$ cat src/rtl/piso_stream_if.sv
// rtl/piso_stream_if.sv - parallel-load and serial-output stream signals for piso_stream
interface piso_stream_if #(
  parameter int PE_NUM     = 8,
  parameter int DATA_WIDTH = 16,
  parameter int CNT_W      = $clog2(PE_NUM + 1)
);
  logic                             p_in_v;
  logic                             p_in_rdy;
  logic [PE_NUM*2*DATA_WIDTH-1:0]   p_in;
  logic [CNT_W-1:0]                 lane_cnt;
  logic                             s_out_v;
  logic                             s_out_rdy;
  logic [2*DATA_WIDTH-1:0]          s_out;
  logic                             s_out_last;

  modport master (
    output p_in_v, p_in, lane_cnt, s_out_rdy,
    input  p_in_rdy, s_out_v, s_out, s_out_last
  );

  modport slave (
    input  p_in_v, p_in, lane_cnt, s_out_rdy,
    output p_in_rdy, s_out_v, s_out, s_out_last
  );
endinterface

$ cat src/rtl/piso_stream.sv
// rtl/piso_stream.sv - frame-in / word-per-cycle-out converter with backpressure and end-of-frame
// Define PISO_STREAM_DBUF_EN to add a shadow frame register for gap-free back-to-back frames.
module piso_stream #(
  parameter int PE_NUM     = 8,
  parameter int DATA_WIDTH = 16,
  parameter int CNT_W      = $clog2(PE_NUM + 1)
) (
  input  logic        clk,
  input  logic        rst,
  piso_stream_if.slave bus
);
  localparam int WW = 2 * DATA_WIDTH;
  localparam int FW = PE_NUM * WW;

  typedef enum logic {IDLE, SHIFT} state_t;

  state_t           state;
  logic [FW-1:0]    frame;
  logic [CNT_W-1:0] k;
  logic [CNT_W-1:0] n;

  logic             load;
  logic             adv;
  logic             last_hs;
  logic             start;
  logic [FW-1:0]    start_frame;
  logic [CNT_W-1:0] start_n;
  logic [CNT_W-1:0] eff_cnt;
  logic [CNT_W:0]   k_plus2;

  assign load    = bus.p_in_v && bus.p_in_rdy;
  assign adv     = bus.s_out_v && bus.s_out_rdy;
  assign last_hs = adv && bus.s_out_last;
  assign k_plus2 = {1'b0, k} + (CNT_W+1)'(2);
  assign eff_cnt = (bus.lane_cnt == '0 || bus.lane_cnt > CNT_W'(PE_NUM)) ?
                   CNT_W'(PE_NUM) : bus.lane_cnt;

`ifdef PISO_STREAM_DBUF_EN
  logic             shadow_full;
  logic [FW-1:0]    shadow_frame;
  logic [CNT_W-1:0] shadow_n;
  logic             take_shadow;
  logic             shadow_cap;

  assign bus.p_in_rdy = !rst && !shadow_full;
  assign take_shadow  = last_hs && shadow_full;

  // A load coinciding with the last word of a frame and an empty shadow starts the
  // next frame directly instead of parking it in the shadow.
  always_comb begin
    start       = 1'b0;
    start_frame = bus.p_in;
    start_n     = eff_cnt;
    if (state == IDLE) begin
      start = load;
    end else if (last_hs) begin
      if (shadow_full) begin
        start       = 1'b1;
        start_frame = shadow_frame;
        start_n     = shadow_n;
      end else begin
        start = load;
      end
    end
  end

  assign shadow_cap = load && !(start && !take_shadow);

  always_ff @(posedge clk) begin
    if (rst) begin
      shadow_full <= 1'b0;
    end else begin
      if (shadow_cap) begin
        shadow_frame <= bus.p_in;
        shadow_n     <= eff_cnt;
      end
      shadow_full <= shadow_cap | (shadow_full & ~take_shadow);
    end
  end
`else
  assign bus.p_in_rdy = !rst && (state == IDLE);
  assign start        = load;
  assign start_frame  = bus.p_in;
  assign start_n      = eff_cnt;
`endif

  // s_out holds the current word; frame holds the remaining lanes, shifted toward lane 0.
  always_ff @(posedge clk) begin
    if (rst) begin
      state          <= IDLE;
      frame          <= '0;
      k              <= '0;
      n              <= '0;
      bus.s_out_v    <= 1'b0;
      bus.s_out      <= '0;
      bus.s_out_last <= 1'b0;
    end else if (start) begin
      state          <= SHIFT;
      bus.s_out      <= start_frame[WW-1:0];
      frame          <= start_frame >> WW;
      k              <= '0;
      n              <= start_n;
      bus.s_out_v    <= 1'b1;
      bus.s_out_last <= (start_n == CNT_W'(1));
    end else if (last_hs) begin
      state          <= IDLE;
      bus.s_out_v    <= 1'b0;
      bus.s_out_last <= 1'b0;
    end else if (adv) begin
      bus.s_out      <= frame[WW-1:0];
      frame          <= frame >> WW;
      k              <= k + CNT_W'(1);
      bus.s_out_last <= (k_plus2 == {1'b0, n});
    end
  end
endmodule
$ cat src/flat_wrapper.sv
// flat-port wrapper written by rule: the top's interface ports become plain ports
module piso_stream_flat 
#(
  parameter int PE_NUM     = 8,
  parameter int DATA_WIDTH = 16,
  parameter int CNT_W      = $clog2(PE_NUM + 1)
)
  (clk, rst, bus_p_in_v, bus_p_in, bus_lane_cnt, bus_s_out_rdy, bus_p_in_rdy, bus_s_out_v, bus_s_out, bus_s_out_last);
  piso_stream_if #(.PE_NUM(PE_NUM), .DATA_WIDTH(DATA_WIDTH), .CNT_W(CNT_W)) bus_i ();
  input  logic clk;
  input  logic rst;
  input wire logic [$bits(bus_i.p_in_v)-1:0] bus_p_in_v;
  input wire logic [$bits(bus_i.p_in)-1:0] bus_p_in;
  input wire logic [$bits(bus_i.lane_cnt)-1:0] bus_lane_cnt;
  input wire logic [$bits(bus_i.s_out_rdy)-1:0] bus_s_out_rdy;
  output wire logic [$bits(bus_i.p_in_rdy)-1:0] bus_p_in_rdy;
  output wire logic [$bits(bus_i.s_out_v)-1:0] bus_s_out_v;
  output wire logic [$bits(bus_i.s_out)-1:0] bus_s_out;
  output wire logic [$bits(bus_i.s_out_last)-1:0] bus_s_out_last;
  assign bus_i.p_in_v = bus_p_in_v;
  assign bus_i.p_in = bus_p_in;
  assign bus_i.lane_cnt = bus_lane_cnt;
  assign bus_i.s_out_rdy = bus_s_out_rdy;
  assign bus_p_in_rdy = bus_i.p_in_rdy;
  assign bus_s_out_v = bus_i.s_out_v;
  assign bus_s_out = bus_i.s_out;
  assign bus_s_out_last = bus_i.s_out_last;
  piso_stream #(.PE_NUM(PE_NUM), .DATA_WIDTH(DATA_WIDTH), .CNT_W(CNT_W)) u_core (.clk(clk), .rst(rst), .bus(bus_i));
endmodule
$ cat config.mk
export PLATFORM = sky130hd
export DESIGN_NAME = piso_stream_flat
export DESIGN_NICKNAME = d
export VERILOG_FILES = /design/src/rtl/piso_stream_if.sv /design/src/rtl/piso_stream.sv /design/src/flat_wrapper.sv
export SDC_FILE = /design/constraint.sdc
export NUM_CORES = 1
export LEC_CHECK = 0
export BUFFER_PORTS_ARGS = -buffer_cell sky130_fd_sc_hd__buf_2
export CORE_ASPECT_RATIO = 1.1
export CORE_MARGIN = 2
export CORE_UTILIZATION = 30
export DETAILED_ROUTE_END_ITERATION = 8
export HOLD_SLACK_MARGIN = 0.08
export PLACE_DENSITY_LB_ADDON = 0.25
export SETUP_SLACK_MARGIN = 0.1
export SLEW_MARGIN = 10
export SYNTH_ARGS = -nofsm -noshare
export SYNTH_HDL_FRONTEND = slang
export SYNTH_SLANG_ARGS = --single-unit
$ cat constraint.sdc
create_clock -name clk -period 1.6 [get_ports clk]
set_clock_uncertainty 0.05 [all_clocks]
set_input_delay 0.32 -clock clk [delete_from_list [all_inputs] [get_ports clk]]
set_output_delay 0.32 -clock clk [all_outputs]
set_load 0.1 [all_outputs]
==> results of run 1 <==
-- what timing repair did --
action / in CTS / in global routing
cloned: 21 / 23
pin swaps: 28 / 182
gates resized for setup: 225 / 416
endpoints found under the setup margin: 230 / 282
hold buffers: 260 / 0
hold endpoints to repair: 260 / 0
setup buffers: 31 / 38
-- worst max path at each step --
stage	end	slack (ps)	depth (start not counted)
2_1_floorplan	u_core.frame[20]$_SDFFE_PP0P_	-140	8
3_3_place_gp	u_core.frame[120]$_SDFFE_PP0P_	-60	6
3_5_place_dp	u_core.frame[113]$_SDFFE_PP0P_	-100	6
4_1_cts	bus_p_in_rdy	-130	3
5_1_grt	u_core.frame[69]$_SDFFE_PP0P_	-190	8
6_report	u_core.frame[11]$_SDFFE_PP0P_	-120	7
-- cell usage in the layout (no fill, tap or decap), types with 4 or more instances in the layout --
master and count:
sky130_fd_sc_hd__buf_2 262, sky130_fd_sc_hd__dlygate4sd3_1 260, sky130_fd_sc_hd__dfxtp_1 232, sky130_fd_sc_hd__nand2_1 221
sky130_fd_sc_hd__nor2_1 171, sky130_fd_sc_hd__a22oi_2 115, sky130_fd_sc_hd__nand2_4 95, sky130_fd_sc_hd__a311oi_2 93
sky130_fd_sc_hd__buf_12 83, sky130_fd_sc_hd__a21oi_2 62, sky130_fd_sc_hd__nand2_2 59, sky130_fd_sc_hd__buf_4 53
sky130_fd_sc_hd__clkbuf_16 49, sky130_fd_sc_hd__a311oi_1 48, sky130_fd_sc_hd__buf_6 31, sky130_fd_sc_hd__a21oi_1 24
sky130_fd_sc_hd__buf_16 24, sky130_fd_sc_hd__dfxtp_4 19, sky130_fd_sc_hd__buf_8 15, sky130_fd_sc_hd__dfxtp_2 15
sky130_fd_sc_hd__clkinv_2 10, sky130_fd_sc_hd__clkbuf_8 8, sky130_fd_sc_hd__nor2_4 6, sky130_fd_sc_hd__nand3b_1 5
sky130_fd_sc_hd__xor2_1 4, sky130_fd_sc_hd__bufinv_16 4
-- registers in the layout (all words and copies together) (netlist names) --
signal                 flops
u_core.bus.s_out_v         1
u_core.bus.s_out_last      1
u_core.n                   4
u_core.k                   4
u_core.bus.s_out          32
u_core.frame             224
-- metal layers --
layer	GRT usage, %	vias to the layer above
li1	-	6022
met1	26.9	6027
met2	35.1	359
met3	2.79	75
met4	5.66	0
met5	0	-
-- through the flow --
stage	std cells	power, uW	hold slack [ps]	TNS (ps)
global placement	2070	10000	385	-814
floorplan	1327	9160	382	-18780
finish	2495	19200	172	-11220
global route	2494	19900	160	-25230
CTS	2436	18500	142	-7390
detailed placement	2070	10000	392	-3060
-- critical path: cells and delay by family (launching register included) --
| family | cells | cell delay [ps] |
|---|---|---|
| AND/OR/NAND/NOR | 2 | 420 |
| buffers and inverters | 4 | 490 |
| flip-flops | 1 | 340 |
| AO/OA/AOI/OAI | 1 | 310 |
-- cell families after synthesis --
group | count (synthesis)
AO/OA/AOI/OAI | 348
XOR/XNOR | 8
adder cells (fa/ha/maj) | 2
buffers and inverters | 130
flip-flops | 266
multiplexers | 1
AND/OR/NAND/NOR | 572
-- final cells by class --
type / instances / area [um2] / share of cell area (%)
Clock buffer: 38 / 861 / 3.91
Tap cell: 494 / 618 / 2.81
Antenna cell: 2 / 5.00 / 0.0228
Clock inverter: 16 / 188 / 0.853
Multi-Input combinational cell: 932 / 7220 / 32.8
Timing Repair Buffer: 747 / 7680 / 34.9
Sequential cell: 266 / 5420 / 24.6
-- power by group --
| part | switching, uW | internal, uW | total [uW] |
|---|---|---|---|
| sequential | 395 | 7040 | 7440 |
| combinational | 2140 | 2340 | 4480 |
| clock | 2840 | 4420 | 7260 |
| total | 5370 | 13800 | 19200 |
==> Flow_metrics.wiki, run 1 <==
{| class="wikitable"
! Metric !! Value
|-
| Run status || finished, violations left
|-
| Violated checks || negative setup slack
|-
| Post-Synth XOR/XNOR Area || 0.619%
|-
| Hold violation total from the final report || 0
|-
| Area share of the largest cell type after synthesis || 47.1%
|-
| Layout Utilization || approximately three fifths
|-
| Post-DR wirelength/cell || 18.9 um
|-
| Endpoint of the worst-slack reg-to-reg timing path || u_core.frame[11]$_SDFFE_PP0P_
|-
| Simple-gate area share of the yosys netlist || roughly a fifth
|-
| Mapped Area || 11300 um2
|-
| Highest clock frequency the design can meet || 0.582 GHz
|-
| Detail-routed via count per cell || 5.00
|-
| Cell Pwr Density || 872 nW/um2
|-
| Ratio of cells with drive above 1 in the final layout || 50.9%
|-
| Clock tree from TritonCTS || done
|-
| FF-to-FF setup slack || -120 ps
|-
| Detailed Place HPWL || 24400 um
|-
| Unrepaired setup endpoints after global routing || yes
|-
| Max rail drop VDD || about 0.76 mV
|-
| Reg2Reg Launch Point || u_core.bus.s_out_last$_SDFFE_PP0P_
|-
| Ranking of synthesized cells by instance count || sky130_fd_sc_hd__nand2_1 (375), sky130_fd_sc_hd__dfxtp_1 (266), sky130_fd_sc_hd__nor2_1 (179)
|-
| Worst Setup End Kind || flop
|-
| Main flop type after synthesis || sky130_fd_sc_hd__dfxtp_1
|-
| Global-route wire length before repair || 66000 um
|-
| Synth-to-Final Area Change || 94.4%
|-
| Number of cells traversed by the worst register-to-register path || 7
|-
| Crit Path Category || reg2reg
|-
| Width of the chip || between 150 and 200 um
|-
| Depth of the worst hold-timing path || 4
|-
| Multiplexer area fraction after synthesis || less than 1%
|-
| Routed wire length on met3 || around 2000 um
|-
| Post-layout minimum cycle time || 1720 ps
|-
| Antenna violations before repair || 1
|-
| Worst min-delay path endpoint || u_core.bus.s_out_last$_SDFFE_PP0P_
|-
| Effective utilization at floorplan || roughly 30%
|-
| Type of the worst min-delay path || in2reg
|-
| Total gr overflow || 0
|-
| Number of flip-flops and latches in the synthesized netlist || 266
|-
| Vias in the first global route || 12300
|-
| I/O pin cnt || between 200 and 300
|-
| Least-Margin Pin Slew || 921 ps
|-
| Async set or reset register ratio after synthesis || 0%
|-
| Later-pin clock latency in the skew report || 560 ps
|-
| Yosys warnings || 0
|-
| Clock tree root driver cell || sky130_fd_sc_hd__clkbuf_16
|-
| Met2 layer wire length in the routed design || 23500 um
|-
| Critical path cell sequence || and3b_4 -> buf_12 -> buf_12 -> buf_6 -> buf_16 -> nand2_1 -> a311oi_2
|-
| Slowest Stage Delay on Critical Path || 340 ps
|-
| Critical path startpoint || u_core.bus.s_out_last$_SDFFE_PP0P_
|-
| Cells taking the most area after synthesis || sky130_fd_sc_hd__dfxtp_1 (47%), sky130_fd_sc_hd__nand2_1 (12%), sky130_fd_sc_hd__a22oi_1 (7.6%)
|-
| Hold path start || bus_p_in_v
|-
| DRC Markers || 0
|-
| Maximum number of pins on one net before global-route repair || 126
|-
| Port buffer count || 298
|-
| Compound-Gate Fraction of Synth Area || 25.8%
|-
| Critical Path Slowest Stage Cell || sky130_fd_sc_hd__dfxtp_4
|-
| Largest family of logic cells by synthesized area || compound AO/OA/AOI/OAI gates
|-
| Drt pass-1 iters || 7
|-
| Most frequent cell after synthesis || sky130_fd_sc_hd__nand2_1
|-
| Num CTS Buffers || 29
|-
| Number of distinct library cells after synthesis || 32
|-
| Library cell with the largest summed area after synthesis || sky130_fd_sc_hd__dfxtp_1
|-
| Layout net count || 2242
|-
| Crit share post-route || 107%
|-
| EDFF count, synth || 0
|-
| Pins over their slew limit || 0
|-
| Crit path launch type || flop
|-
| Overall routing resource usage || between 20 and 25%
|-
| Adder-cell area share of the yosys netlist || 0.221%
|-
| Number of H-tree levels || 1
|-
| Max-Slew Margin vs Limit || 38.6%
|-
| Min setup slack post-route || -118 ps
|-
| Die extent in y || between 200 and 250 um
|-
| Place WS || -98.3 ps
|-
| Top layer used by detailed routing || met4
|-
| Worst-path fanout max || 6
|-
| Total wire length after detailed routing || 47100 um
|-
| Clock Path Buffers || 3
|-
| Antenna Nets Post-Route || 0
|-
| Die ar. || 39300 um2
|-
| Number of vias in the routed layout || approximately 12000
|-
| Clock transition time at the flip-flop clock pins of the worst setup and hold paths || 60 ps
|-
| CTS sink count || 266
|-
| GPL Wtd Cong || slightly below 0.8
|-
| Area of the core region || 37100 um2
|-
| WL met1 || 20300 um
|-
| Post-route standard cell area excluding fillers || 22000 um2
|-
| Required time at the worst-slack endpoint || 2010 ps
|-
| Leakage power summed over all cells || 0.00851 uW
|-
| Setup violation total in the final timing report || 226
|-
| Net count after synthesis || 1593
|-
| Standard-cell row count || 74
|-
| Initial DRC count || 613
|-
| Arrival time reported for the critical path endpoint || roughly 2100 ps
|-
| Most repeated library cell on the critical path || sky130_fd_sc_hd__buf_12
|-
| Placement-stage cell area || between 10000 and 15000 um2
|-
| Mean Syn Cell Area || about 8.5 um2
|-
| Count of maximum capacitance violations || 0
|-
| Synthesized netlist cell count || 1327
|-
| Number of filler cells placed in the layout || just under 3000
|-
| Sequential fraction of the synthesis area || 47.1%
|}
(Power assumes the default switching activity.)
==> run 2: changes to the inputs <==
--- a/config.mk
+++ b/config.mk
@@ -8,7 +8,7 @@
 export BUFFER_PORTS_ARGS = -buffer_cell sky130_fd_sc_hd__buf_2
 export CORE_ASPECT_RATIO = 1.1
 export CORE_MARGIN = 2
-export CORE_UTILIZATION = 30
+export CORE_UTILIZATION = 48
 export DETAILED_ROUTE_END_ITERATION = 8
 export HOLD_SLACK_MARGIN = 0.08
 export PLACE_DENSITY_LB_ADDON = 0.25
==> run 2 against run 1 <==
The run still ends with negative setup slack left. Hold slack lost 73 ps. Setup slack got worse by 180 ps. Clock power decreased by 6.5%. Register-to-register slack worse by 180 ps. First-iteration DRC count up 110%. Sequential power hardly changed. Routed wire length grew 16%. Final cell count down 9.5%. Combinational power fell by 5.1%. Critical path depth shrank 1. Sequential share of layout area up 1.6 points. Via count increased by 12%. Critical path type unchanged. Critical endpoint is now u_core.bus.s_out[19]$_SDFFE_PP0P_. Highest routed layer unchanged.
==> Flow_metrics.wiki, run 2 (synthesis gave the netlist of run 1 again) <==
{| class="wikitable"
! Metric !! Value
|-
| Run status || finished, violations left
|-
| Violated checks || negative setup slack
|-
| Number of vias in the routed layout || ~14000
|-
| Count of maximum capacitance violations || 0
|-
| Total gr overflow || 0
|-
| Crit share post-route || 118%
|-
| Registers with the highest flip-flop counts || u_core.frame x224, u_core.bus.s_out x32
|-
| Worst Setup End Kind || flop
|-
| Hold violation total from the final report || 0
|-
| Effective utilization at floorplan || 49.2%
|-
| Reg2Reg Launch Point || u_core.bus.s_out_v$_SDFFE_PP0P_
|-
| Most frequent cells in the layout || sky130_fd_sc_hd__buf_2 (263), sky130_fd_sc_hd__dfxtp_1 (260), sky130_fd_sc_hd__dlygate4sd3_1 (258)
|-
| Vias in the first global route || 12700
|-
| Type of the worst min-delay path || in2reg
|-
| Cell Pwr Density || 907 nW/um2
|-
| FF-to-FF setup slack || -290 ps
|-
| Commonest non-fill, non-tap cell in the layout || sky130_fd_sc_hd__buf_2
|-
| Leakage power summed over all cells || 0.00789 uW
|-
| Width of the chip || 150 um
|-
| Layout net count || 2198
|-
| Number of cells traversed by the worst register-to-register path || 6
|-
| Highest clock frequency the design can meet || 0.528 GHz
|-
| CTS sink count || between 200 and 300
|-
| Largest register FFs || 224
|-
| Ratio of cells with drive above 1 in the final layout || 45.5%
|-
| Detailed Place HPWL || 21300 um
|-
| Total wire length after detailed routing || 54400 um
|-
| Critical path capture point || u_core.bus.s_out[19]$_SDFFE_PP0P_
|-
| Unrepaired setup endpoints after global routing || yes
|-
| Standard-cell row count || 58
|-
| Min setup slack post-route || -294 ps
|-
| I/O pin cnt || 299
|-
| Place WS || -36.1 ps
|-
| GPL Wtd Cong || between 0.7 and 0.8
|-
| Clock tree root driver cell || sky130_fd_sc_hd__clkbuf_16
|-
| Maximum number of pins on one net before global-route repair || 152
|-
| Synth-to-Final Area Change || 80.2%
|-
| Max rail drop VDD || 0.745 mV
|-
| Clock Path Buffers || 3
|-
| Crit Path Category || reg2reg
|-
| Post-route standard cell area excluding fillers || between 20000 and 25000 um2
|-
| Die ar. || 24800 um2
|-
| Hold path start || bus_p_in[108]
|-
| Post-layout minimum cycle time || 1890 ps
|-
| Die extent in y || around 170 um
|-
| Overall routing resource usage || 33.2%
|-
| Endpoint of the worst-slack reg-to-reg timing path || u_core.bus.s_out[19]$_SDFFE_PP0P_
|-
| Least-Margin Pin Slew || 1030 ps
|-
| Antenna Nets Post-Route || 0
|-
| Setup violation total in the final timing report || 232
|-
| Critical path startpoint || u_core.bus.s_out_v$_SDFFE_PP0P_
|-
| Port buffer count || slightly below 300
|-
| Clock transition time at the flip-flop clock pins of the worst setup and hold paths || 70 ps
|-
| Number of H-tree levels || 1
|-
| DRC Markers || 0
|-
| Crit path launch type || flop
|-
| Pins over their slew limit || 0
|-
| Worst-path fanout max || 28
|-
| Num CTS Buffers || 28
|-
| Later-pin clock latency in the skew report || about 550 ps
|-
| Initial DRC count || roughly 1300
|-
| Post-DR wirelength/cell || 24.1 um
|-
| Drt pass-1 iters || 6
|-
| Detail-routed via count per cell || 6.17
|-
| Register with the most flip-flops || u_core.frame
|-
| Arrival time reported for the critical path endpoint || 2240 ps
|-
| Clock tree from TritonCTS || done
|-
| Area of the core region || approximately 23000 um2
|-
| Antenna violations before repair || 5
|-
| Placement-stage cell area || about 14000 um2
|-
| Tot Pwr || 18500 uW
|-
| Required time at the worst-slack endpoint || 1950 ps
|-
| Max-Slew Margin vs Limit || 31.3%
|-
| Number of filler cells placed in the layout || 860
|-
| Global-route wire length before repair || between 60000 and 70000 um
|}
==> run 2: critical path, cell delays in order, from the launching register on <==
cell and delay [ps]:
sky130_fd_sc_hd__dfxtp_4 370, sky130_fd_sc_hd__nor3b_4 230, sky130_fd_sc_hd__buf_6 170, sky130_fd_sc_hd__buf_6 150, sky130_fd_sc_hd__buf_16 210, sky130_fd_sc_hd__a22oi_2 80
sky130_fd_sc_hd__a21oi_1 430
==> run 2: worst min path at each step <==
stage	to	cells after the start
after floorplan	u_core.frame[141]$_SDFFE_PP0P_	2
after global placement	u_core.bus.s_out[15]$_SDFFE_PP0P_	2
after detailed placement	u_core.bus.s_out[18]$_SDFFE_PP0P_	2
after CTS	u_core.frame[140]$_SDFFE_PP0P_	3
after global routing	u_core.frame[76]$_SDFFE_PP0P_	3
final	u_core.frame[76]$_SDFFE_PP0P_	3
==> run 2: power breakdown <==
part	switching, uW	internal (uW)	leakage, uW
clock network	2850	3930	0.000462
registers	407	7050	0.00218
logic	2170	2080	0.00525
total	5430	13100	0.00789
==> run 2: layer usage <==
metal / vias to the layer above / GRT usage, % / part of all wire [%]
met5: - / 0 / 0
met4: 0 / 15.1 / 6.8
met3: 316 / 5.55 / 9.4
met2: 1111 / 58.0 / 49
met1: 6588 / 39.9 / 34
li1: 5914 / - / -
==> run 2: stage by stage <==
| stage | cells | TNS [ps] | util [%] | hold WS (ps) |
|---|---|---|---|---|
| global route | 2254 | -24720 | 88.6 | 96.9 |
| CTS | 2184 | -2380 | 79.1 | 80.7 |
| finish | 2259 | -19380 | 88.6 | 98.6 |
| global placement | 1856 | -0.628 | 60.0 | 384 |
| floorplan | 1327 | -18780 | - | 382 |
| detailed placement | 1856 | -292 | 60.0 | 392 |
==> run 2: final cells by class <==
class                   count  area (um2)  area share, %
clock buffers              41         841           4.12
clock inverters             7        88.8          0.436
well taps                 300         375           1.84
diodes                      9        22.5          0.110
flip-flops and latches    266        5340           26.2
repair buffers            704        6980           34.2
multi-input cells         932        6740           33.1
==> run 2: timing repair <==
item / in CTS / in global routing
setup endpoints to repair: 218 / 291
gates cloned: 10 / 41
hold buffers: 256 / 2
pin swaps: 54 / 134
endpoints found under the hold margin: 256 / 2
resized for setup: 134 / 300
buffers inserted: 14 / 24
